--- src/rtl/ack_bus_sched.sv ---
// -----------------------------------------------------------------------------
// ack_bus_sched
//   Registered round-robin scheduler for the shared ACK bus. Four sources
//   (MEM=0, SHA=1, AES=2, CTRL=3) request the bus with level requests. Exactly
//   one source is granted at a time. The grant is held until that source
//   signals ack_done, drops its request, or exceeds TIMEOUT_CYCLES. One idle
//   (RELEASE) cycle always separates two grants.
//
// Ports
//   clk               rising-edge clock
//   rst               synchronous active-high reset
//   en                1 = new grants may be issued (a running grant ignores it)
//   req_mem/sha/aes/ctrl  level requests, sampled only while IDLE
//   ack_done          granted source releases the bus (used in GRANT only)
//   ack_ready_to_*    registered one-hot grant
//   winner_source_id  ID of the current / most recent winner
//   ack_event         1-cycle pulse in the first grant cycle
//   timeout_err       1-cycle pulse when a grant is forcibly revoked
//   busy              1 while the scheduler is in GRANT or RELEASE
// -----------------------------------------------------------------------------
module ack_bus_sched #(
    parameter int TIMEOUT_CYCLES = 15,
    parameter int CNT_W          = 4
) (
    input  logic       clk,
    input  logic       rst,
    input  logic       en,
    input  logic       req_mem,
    input  logic       req_sha,
    input  logic       req_aes,
    input  logic       req_ctrl,
    input  logic       ack_done,
    output logic       ack_ready_to_mem,
    output logic       ack_ready_to_sha,
    output logic       ack_ready_to_aes,
    output logic       ack_ready_to_ctrl,
    output logic [1:0] winner_source_id,
    output logic       ack_event,
    output logic       timeout_err,
    output logic       busy
);

    typedef enum logic [1:0] {
        ST_IDLE    = 2'b00,
        ST_GRANT   = 2'b01,
        ST_RELEASE = 2'b10
    } state_e;

    // Timeout compare value; only meaningful when the timeout is enabled.
    localparam bit               TO_EN   = (TIMEOUT_CYCLES != 0);
    localparam logic [CNT_W-1:0] TO_LAST = TO_EN ? CNT_W'(TIMEOUT_CYCLES - 1)
                                                 : {CNT_W{1'b0}};
    localparam logic [CNT_W-1:0] CNT_MAX = {CNT_W{1'b1}};

    // Round-robin pick: first requester at offsets +1..+4 from the last
    // winner. Scanning downwards lets the nearest offset overwrite the others.
    // Result is {found, id}.
    function automatic logic [2:0] rr_pick(input logic [3:0] req,
                                           input logic [1:0] last);
        logic [2:0] res;
        logic [1:0] idx;
        res = 3'b000;
        for (int i = 4; i >= 1; i--) begin
            idx = last + 2'(i);
            if (req[idx]) begin
                res = {1'b1, idx};
            end else begin
                res = res;
            end
        end
        return res;
    endfunction

    // Binary ID to one-hot grant vector.
    function automatic logic [3:0] id_to_onehot(input logic [1:0] id);
        logic [3:0] oh;
        case (id)
            2'd0:    oh = 4'b0001;
            2'd1:    oh = 4'b0010;
            2'd2:    oh = 4'b0100;
            2'd3:    oh = 4'b1000;
            default: oh = 4'b0000;
        endcase
        return oh;
    endfunction

    state_e             state_q, state_d;
    logic [3:0]         grant_q, grant_d;
    logic [1:0]         winner_q, winner_d;
    logic               ack_event_q, ack_event_d;
    logic               timeout_err_q, timeout_err_d;
    logic               busy_q, busy_d;
    logic [CNT_W-1:0]   cnt_q, cnt_d;
    logic [1:0]         rr_q, rr_d;

    logic [3:0]         req_s;
    logic [2:0]         pick_s;
    logic               can_grant_s;
    logic               winner_req_s;
    logic               timeout_hit_s;

    assign req_s         = {req_ctrl, req_aes, req_sha, req_mem};
    assign pick_s        = rr_pick(req_s, rr_q);
    assign can_grant_s   = en & pick_s[2];
    assign winner_req_s  = req_s[winner_q];
    assign timeout_hit_s = TO_EN & (cnt_q == TO_LAST);

    // State and output registers; reset wins over every other input.
    always_ff @(posedge clk) begin
        if (rst) begin
            state_q       <= ST_IDLE;
            grant_q       <= 4'b0000;
            winner_q      <= 2'b00;
            ack_event_q   <= 1'b0;
            timeout_err_q <= 1'b0;
            busy_q        <= 1'b0;
            cnt_q         <= {CNT_W{1'b0}};
            rr_q          <= 2'b11;
        end else begin
            state_q       <= state_d;
            grant_q       <= grant_d;
            winner_q      <= winner_d;
            ack_event_q   <= ack_event_d;
            timeout_err_q <= timeout_err_d;
            busy_q        <= busy_d;
            cnt_q         <= cnt_d;
            rr_q          <= rr_d;
        end
    end

    // Next-state decode.
    always_comb begin
        state_d = state_q;
        case (state_q)
            ST_IDLE: begin
                if (can_grant_s) begin
                    state_d = ST_GRANT;
                end else begin
                    state_d = ST_IDLE;
                end
            end
            ST_GRANT: begin
                if (ack_done || !winner_req_s || timeout_hit_s) begin
                    state_d = ST_RELEASE;
                end else begin
                    state_d = ST_GRANT;
                end
            end
            ST_RELEASE: state_d = ST_IDLE;
            default:    state_d = ST_IDLE;
        endcase
    end

    // Next values of the registered outputs, counter and round-robin pointer.
    always_comb begin
        grant_d       = 4'b0000;
        winner_d      = winner_q;
        ack_event_d   = 1'b0;
        timeout_err_d = 1'b0;
        cnt_d         = cnt_q;
        rr_d          = rr_q;
        busy_d        = (state_d != ST_IDLE);
        case (state_q)
            ST_IDLE: begin
                if (can_grant_s) begin
                    grant_d     = id_to_onehot(pick_s[1:0]);
                    winner_d    = pick_s[1:0];
                    ack_event_d = 1'b1;
                    cnt_d       = {CNT_W{1'b0}};
                    rr_d        = pick_s[1:0];
                end else begin
                    cnt_d       = {CNT_W{1'b0}};
                end
            end
            ST_GRANT: begin
                // Exit priority: ack_done, then abandon, then timeout.
                if (ack_done) begin
                    grant_d = 4'b0000;
                end else if (!winner_req_s) begin
                    grant_d = 4'b0000;
                end else if (timeout_hit_s) begin
                    grant_d       = 4'b0000;
                    timeout_err_d = 1'b1;
                end else begin
                    grant_d = grant_q;
                    cnt_d   = (cnt_q == CNT_MAX) ? cnt_q : cnt_q + CNT_W'(1);
                end
            end
            ST_RELEASE: begin
                grant_d = 4'b0000;
            end
            default: begin
                grant_d = 4'b0000;
            end
        endcase
    end

    assign ack_ready_to_mem  = grant_q[0];
    assign ack_ready_to_sha  = grant_q[1];
    assign ack_ready_to_aes  = grant_q[2];
    assign ack_ready_to_ctrl = grant_q[3];
    assign winner_source_id  = winner_q;
    assign ack_event         = ack_event_q;
    assign timeout_err       = timeout_err_q;
    assign busy              = busy_q;

endmodule

--- config.mk ---
export PLATFORM = sky130hd
export DESIGN_NAME = ack_bus_sched
export DESIGN_NICKNAME = d
export VERILOG_FILES = /design/src/rtl/ack_bus_sched.sv
export SDC_FILE = /design/constraint.sdc
export NUM_CORES = 1
export LEC_CHECK = 0
export BUFFER_PORTS_ARGS = -buffer_cell sky130_fd_sc_hd__buf_2
export CAP_MARGIN = 20
export CORE_ASPECT_RATIO = 0.8
export CORE_MARGIN = 2
export CORE_UTILIZATION = 35
export CTS_BUF_LIST = sky130_fd_sc_hd__clkbuf_4
export DETAILED_ROUTE_END_ITERATION = 8
export HOLD_SLACK_MARGIN = 0.05
export RECOVER_POWER = 50
export SLEW_MARGIN = 20
export SYNTH_ARGS = -nofsm -noshare
export SYNTH_HDL_FRONTEND = slang
export SYNTH_SLANG_ARGS = --single-unit
--- constraint.sdc ---
create_clock -name clk -period 2.6 [get_ports clk]
set_clock_uncertainty 0.1 [all_clocks]
set_input_delay 0.39 -clock clk [delete_from_list [all_inputs] [get_ports clk]]
set_output_delay 0.39 -clock clk [all_outputs]
set_load 0.05 [all_outputs]
==> results of run 1 <==
==> worst max-delay path: cells and delay by family (launching register included) <==
| kind | cells | cell delay (ps) |
|---|---|---|
| compound gates | 2 | 800 |
| flops | 1 | 410 |
| mux | 1 | 350 |
| simple gates | 1 | 220 |
==> flip-flops by register name (all words and copies together) (netlist names) <==
register	cells
timeout_err	1
rr_q	2
grant_q	4
ack_event	1
cnt_q	4
state_q	2
busy	1
winner_source_id	2
==> worst max-delay path by stage <==
| stage | start | end | slack (ps) | cells past startpoint |
|---|---|---|---|---|
| 6_report | winner_source_id[0]$_SDFFE_PP0P_ | grant_q[2]$_SDFFE_PP0P_ | 620 | 4 |
| 2_1_floorplan | winner_source_id[0]$_SDFFE_PP0P_ | grant_q[2]$_SDFFE_PP0P_ | 680 | 4 |
| 3_5_place_dp | req_mem | grant_q[0]$_SDFFE_PP0P_ | 780 | 5 |
| 3_3_place_gp | req_mem | grant_q[0]$_SDFFE_PP0P_ | 800 | 5 |
| 5_1_grt | winner_source_id[0]$_SDFFE_PP0P_ | grant_q[2]$_SDFFE_PP0P_ | 530 | 4 |
| 4_1_cts | winner_source_id[0]$_SDFFE_PP0P_ | grant_q[2]$_SDFFE_PP0P_ | 860 | 4 |
==> power by group <==
group          leakage (nW)  internal (mW)  switching [mW]
sequential            0.139          0.275          0.0133
combinational         0.202         0.0375          0.0776
clock                0.0184         0.0700          0.0808
==> per-layer routing <==
metal	global-route usage, %	routed length [µm]	vias up
li1	-	-	367
met1	19.2	903	321
met2	18.2	657	16
met3	4.13	104	0
met4	4.19	0	0
met5	0	0	-
==> per-stage QoR <==
stage,worst slack [ps],area (µm²)
finish,621,936
global route,534,936
global placement,801,925
CTS,856,955
detailed placement,781,925
floorplan,678,817
==> cells in the mapped netlist <==
master | n | area [µm²]
nor2_1 | 11 | 41.3
a32o_1 | 1 | 10.0
a221o_1 | 1 | 10.0
a21boi_0 | 1 | 7.51
nor3b_1 | 2 | 15.0
o21bai_1 | 1 | 7.51
nor2b_1 | 3 | 18.8
or3b_2 | 1 | 8.76
a21oi_1 | 4 | 20.0
o31ai_1 | 1 | 7.51
and2_1 | 1 | 6.26
nand2b_1 | 2 | 12.5
o2bb2ai_1 | 2 | 17.5
mux2i_1 | 2 | 20.0
a22o_1 | 1 | 8.76
nand3b_1 | 1 | 7.51
o21ai_0 | 1 | 5.00
o41ai_1 | 1 | 8.76
or4_1 | 1 | 7.51
nor3_1 | 4 | 20.0
o21a_1 | 2 | 15.0
o211ai_1 | 2 | 15.0
a22oi_2 | 1 | 12.5
mux2_2 | 2 | 22.5
clkbuf_1 | 1 | 3.75
a211oi_1 | 2 | 15.0
dfxtp_1 | 17 | 340
a21o_4 | 1 | 15.0
or3_1 | 2 | 12.5
nand3_1 | 3 | 15.0
nand2_1 | 7 | 26.3
nand4_1 | 1 | 6.26
or3b_4 | 1 | 11.3
or2_2 | 1 | 6.26
ha_1 | 2 | 25.0
inv_1 | 4 | 15.0
==> cells by family (layout without fill, tap and decap cells) <==
| logic type | after synthesis | in the layout | synth area share, % |
|---|---|---|---|
| simple gates | 41 | 41 | 26.3 |
| compound gates | 22 | 22 | 21.4 |
| flops | 17 | 17 | 41.7 |
| buf+inv | 5 | 24 | 2.30 |
| mux | 4 | 4 | 5.21 |
| fa+ha+maj | 2 | 2 | 3.06 |
==> area by class of cell <==
cell class                      instances  share of cell area, %
Timing Repair Buffer                   16                   7.35
Clock buffer                            4                   3.21
Sequential cell                        17                   36.4
Inverter                                4                   1.60
Tap cell                               25                   3.34
Multi-Input combinational cell         69                   48.1
==> results.txt, run 1 <==
- Fin. max-slew vios: 0
- For this run, the total global-route usage over all layers was measured as 13.1%.
* Post-layout minimum cycle time: 1980 ps
- Clock latency on the worst-skew pair, taken at its later pin, is around 280 ps.
- CTS resizes: 0
- Dividing total power by cell area gives a power density of 592 nW/µm².
* RSZ-0062 raised after global routing: false
- Summing all multi-input logic gate instances after layout gives 450 µm².
- Post-route DRC: 0
- Peak supply drop: 297 µV
- In the routed layout, each cell is associated on average with a via count of 5.21.
- Number of synthesis warnings: 0
- The initial antenna violation count was 0.
- The worst setup path is of the flop to flop kind.
- Core area: 2180 µm²
* Total gr overflow: 0
- Iteration-0 DRC count of the detailed router: 9
* Leak Pwr: 0.360 nW
- Number of placed I/O pins: 17
- Unique masters post-synth: 36
- Total via count after detailed routing: 704
* Fraction of final layout cells with drive strength greater than 1: 14.5%
- Data arrival at the endpoint of the critical path: 2070 ps
* Post-CTS repair timing setup buffer count: 0
- The number of cells on the worst reg-to-reg path is 4.
- In this run the mean area of a mapped cell was between 8 and 9 µm².
- Detailed-routing iteration count for the pre-antenna-repair pass: 4
* Post-synthesis instance total: between 90 and 100
- Synthesis inferred 17 register bits.
- The hold violation count in the final report is 0.
- The worst register-to-register path begins at winner_source_id[0]$_SDFFE_PP0P_.
- After legalization and detailed placement, the total HPWL measured 1.20 mm.
- Static timing analysis puts the maximum clock frequency at roughly 510 MHz.
* Clock slew at the register clock pins of the worst setup and hold paths: around 100 ps
* Final std cells w/o fill: 135
- Share of the core filled with cells in the final layout: around 43%
- Placed Cells: 131
- Buffers placed on the I/O ports in this run total 16.
* Global-route wire length before repair: around 2.7 mm
- The worst hold path passes through 2 cells.
- Pin count of the biggest net entering global routing: 12
- Max-cap violations in this run came to 0.
- Hold Path Sink: winner_source_id[1]$_SDFFE_PP0P_
* Critical path data required time: around 2700 ps
- Status: finished clean
- The number of nets in the synthesized netlist is 101.
- Routability cong.: 0.822
* Sink count of the clock tree: 17
- Wire length reported by the detailed router: 1.67 mm
- The floorplan step set the die width to 58.0 µm.
- CP max FO: 9
- Endpoint of the worst register-to-register path: grant_q[2]$_SDFFE_PP0P_
- Clock Path Buffers: 2
- The library cell used most frequently in the layout, excluding fill and tap cells, is dfxtp_1.
- Cell-by-cell listing of the critical path: mux2_2 > a22oi_1 > nor3b_1 > a32o_1
- For flop-to-flop paths, the worst setup slack is 620 ps.
- Highest cell delay on the worst timing path: ~550 ps
* Post-Route Hold Slack: 303 ps
* Starting Density: 37.5%
* Vias in the first global route: 613
- After filler insertion, the fill cell instance count of the layout stands at between 200 and 250.
* Slew headroom: between 50% and 60%
- Accumulated negative setup slack: 0 ps
- Count of hold buffers inserted by post-cts repair: 0
- The net count of the finished layout is 121.
* Root Driver: clkbuf_4
- Clock tree from TritonCTS: done
- CTS Buf Count: 3
- Final ANT Viol Nets: 0
- After synthesis, flip-flops and latches occupy between 40% and 50% of the total area.
- Among all stages on the critical path, the largest delay is contributed by a22oi_1.
- Die span in y: 47.2 µm
* Leading cell types in the layout, fill and taps excluded: dfxtp_1, nor2_1, clkbuf_1
- H-Tree Depth: 1
- The initialized floorplan defines 15 standard-cell rows.
- After detailed routing, the average wire length per cell comes to 12.3 µm.
- The worst setup path is captured at a flop.
- After layout, the worst path uses 76.1% of the clock period.
- Slew @ Worst Pin: ~660 ps
* Area of the mapped netlist: around 820 µm²
* Setup-violating endpoint count in the final report: 0
* Diode insertion count for antenna repair: 0
- Worst min-delay path startpoint: rst
* Syn-to-layout area delta: 14.5%
- The worst hold path belongs to the class input port to flop.
- The worst setup path is launched from a flop.
* Tot Pwr: 0.554 mW
* Reg area: 340 µm²
- The die covers 2740 µm².
Power figures use the tool's default switching activity.
==> run 2, diff against run 1 <==
--- a/config.mk
+++ b/config.mk
@@ -5,6 +5,7 @@
 export SDC_FILE = /design/constraint.sdc
 export NUM_CORES = 1
 export LEC_CHECK = 0
+export ABC_AREA = 1
 export BUFFER_PORTS_ARGS = -buffer_cell sky130_fd_sc_hd__buf_2
 export CAP_MARGIN = 20
 export CORE_ASPECT_RATIO = 0.8
==> constraint.sdc (replaced) <==
create_clock -name clk -period 1.81 [get_ports clk]
set_clock_uncertainty 0.1 [all_clocks]
set_input_delay 0.2715 -clock clk [delete_from_list [all_inputs] [get_ports clk]]
set_output_delay 0.2715 -clock clk [all_outputs]
set_load 0.05 [all_outputs]
==> results.txt, run 2 <==
- The library cell used most frequently in the layout, excluding fill and tap cells, is nand2_1.
- 17 I/O pins were placed.
- Once detail routing completed, the nets flagged for antenna violations numbered 0.
- Detailed-routing iteration count for the pre-antenna-repair pass: 4
- Setup crit end kind: flop
* Achievable Freq: roughly 650 MHz
- Yosys attributes the largest share of cell area to dfxtp_1, nand2_1, nand2_2.
- Of all cell types, the one taking the most synthesized area is dfxtp_1.
* Hold Path Sink: timeout_err$_SDFF_PP0_
* Most instantiated library cell after synthesis: nand2_1
- Starting Density: 36.0%
- The floorplan has 17 rows.
- After detailed routing, the total wire length is between 1.5 and 2 mm.
* Worst min-delay path startpoint: ack_done
* Share of Yosys cell area claimed by the top area cell type: 35.0%
* Number of enable-type register cells in the synthesized netlist: 0
- Setup repair after global routing left no endpoint under its margin.
- Unique masters post-synth: 22
- Peak supply drop: about 480 µV
- The floorplan step set the die height to approximately 50 µm.
- Top_reg_cell synth: dfxtp_1
- The critical path in this run is classified as flop to flop.
- Post-CTS timing repair inserted 0 buffers for setup.
* Later-pin clock latency in the skew report: 290 ps
- The die covers approximately 3200 µm².
* Root Driver: clkbuf_4
- Iteration-0 DRC count of the detailed router: 28
- Antenna violations before repair: 0
* Sink count of the clock tree: 17
- Once detailed placement completed, the half-perimeter wirelength came to 1.50 mm.
- A synthesized cell averages 6.70 µm².
* Data arrival at the endpoint of the critical path: roughly 1700 ps
* Sequential cell area fraction in the yosys report: 35.0%
- The first global-routing pass estimated 3.47 mm of wire.
- Counting the buffers created by CTS gives 3.
- Hold path depth: 4
* Width of the die: 62.9 µm
* Crit start category: flop
* Comb pwr share: 39.1%
- Setup violations remaining at the end of the flow were counted as 0.
- Core area: approximately 2700 µm²
* Final layout net count: 175
- Internal power consumption: 0.615 mW
* Hold WC Path Type: input port to flop
* Endpoint of the worst register-to-register path: cnt_q[3]$_SDFFE_PP0P_
- The setup check on the worst reg-to-reg path leaves a slack of ~260 ps.
- Sw Share: 42.2%
- The number of nets in the synthesized netlist is 155.
- Diode insertion count for antenna repair: 0
- Counting flops with an async set or reset pin after synthesis yields a share of 0%.
* Pwr per Cell Area: 957 nW/µm²
- Across the run, the number of max-cap violations was 0.
- Of all nets on the critical path, the largest fanout is 5.
* Leading cell types in the layout, fill and taps excluded: nand2_1, inv_1, nor2_1
* Net switching power of the design: around 0.45 mW
- For this block, the via count after detailed routing is 876.
* Critical path data required time: 1910 ps
- Entering global routing, the biggest net connects 15 pins.
- H-Tree Depth: 1
- The mapped netlist covers roughly 1000 µm².
- Sequential share of power: 42.1%
- The clock network burns 18.7% of the power.
- Number of storage elements in the synthesis netlist: 17
- In this run the deepest clock path goes through 2 buffers.
- Share of the core filled with cells in the final layout: about two fifths
* Vias in the first global route: 835
- Summed over all cells, the static leakage comes to about 0.52 nW.
* Clock slew at the register clock pins of the worst setup and hold paths: approximately 100 ps
* Fin. max-slew vios: 0
- The worst path uses roughly 85% of the clock period.
* Count of hold buffers inserted by post-cts repair: 0
- Slew headroom: between 50 and 60%
- Synthesis handed over a netlist of roughly 150 instances.
- Clock tree from TritonCTS: done
- GRT Total Usage: 14.1%
- In this run the critical register-to-register path is launched from cnt_q[0]$_SDFFE_PP0P_.
* Post-layout minimum cycle time: 1550 ps
* Number of filler instances in the final layout: 300
* Count of buffers inserted at the top-level ports: 16
- For the pin with the worst max-slew slack, the measured transition is 609 ps.
- Of the cells placed in the final design, the portion with a size suffix greater than 1 is 24.4%.
* Post-route DRC: 0
- WL per Instance: 9.33 µm
* Accumulated negative setup slack: 0 ps
- Hold Fails Final Rpt: 0
- Number of synthesis warnings: 0
* Status: finished clean
- Cells on worst reg2reg path: 10
- Syn-to-layout area delta: 14.4%
- Total gr overflow: 0
* Ranking of synthesized cells by instance count: nand2_1, dfxtp_1, inv_1
- Via count normalized by instance count: 4.34
- The congestion estimate from routability-driven global placement came to 0.893.
- CTS resizes: 0
- In the final layout, the registers with the most flip-flops are cnt_q x4, grant_q x4.
[run 2: changes by cell type in the layout (fill, tap and decap cells not counted), moves of 4 or more]
cell	change
nor2_1	+4
nand2_1	+34
nand3_1	+5
a21oi_1	+5
inv_1	+13
nand2_2	+14
[run 2: area by class of cell]
cell class | count | area [µm²] | area share, %
Sequential cell | 17 | 344 | 30.9
Clock inverter | 1 | 5.00 | 0.450
Tap cell | 38 | 47.5 | 4.27
Timing Repair Buffer | 17 | 76.3 | 6.86
Multi-Input combinational cell | 106 | 537 | 48.3
Clock buffer | 3 | 22.5 | 2.02
Inverter | 20 | 80.1 | 7.20
[run 2: power by group through the flow]
stage          Clock, mW  Sequential [mW]  Combinational (mW)
2_1_floorplan          0            0.514               0.289
3_3_place_gp           0            0.455               0.422
3_5_place_dp           0            0.455               0.422
4_1_cts            0.213            0.446               0.424
5_1_grt            0.238            0.457               0.468
6_report           0.199            0.449               0.417
[run 2: worst max-delay path by stage]
stage	startpoint	endpoint
after floorplan	winner_source_id[0]$_SDFFE_PP0P_	cnt_q[3]$_SDFFE_PP0P_
after global placement	rr_q[0]$_SDFFE_PP1P_	grant_q[1]$_SDFFE_PP0P_
after detailed placement	rr_q[0]$_SDFFE_PP1P_	grant_q[1]$_SDFFE_PP0P_
after CTS	rr_q[0]$_SDFFE_PP1P_	grant_q[1]$_SDFFE_PP0P_
after global routing	cnt_q[0]$_SDFFE_PP0P_	cnt_q[3]$_SDFFE_PP0P_
final	cnt_q[0]$_SDFFE_PP0P_	cnt_q[3]$_SDFFE_PP0P_
[run 2: metrics by stage]
step	area (µm²)	power, mW	worst slack (ps)	hold WS, ps	std cells
floorplan	972	0.803	72.8	241	145
global placement	1090	0.877	194	354	198
detailed placement	1090	0.877	155	358	198
CTS	1120	1.08	132	133	202
global route	1110	1.16	17.2	118	202
finish	1110	1.06	263	141	202
[run 2: logic make-up after synthesis]
logic type	after synthesis	share of synthesized area, %
DFF	17	35.0
and+or+nand+nor	89	43.9
buffers and inverters	22	9.78
adders and majority gates	2	2.57
AOI/OAI and AO/OA	15	8.75
[run 2: worst max-delay path, stage by stage (launching register included)]
cell	delay [ps]
dfxtp_2	360
inv_1	60
ha_1	190
nand2_1	80
nand3_1	140
nand2_2	130
nand2_1	120
nor2_2	140
nand2_1	60
nand2_1	50
nor2_1	30
[run 2: layer usage]
metal	track usage (%)	vias up	wire length [µm]
met5	0	-	0
met4	4.44	0	21
met3	6.17	4	104
met2	21.3	14	737
met1	18.1	369	1020
li1	-	489	-
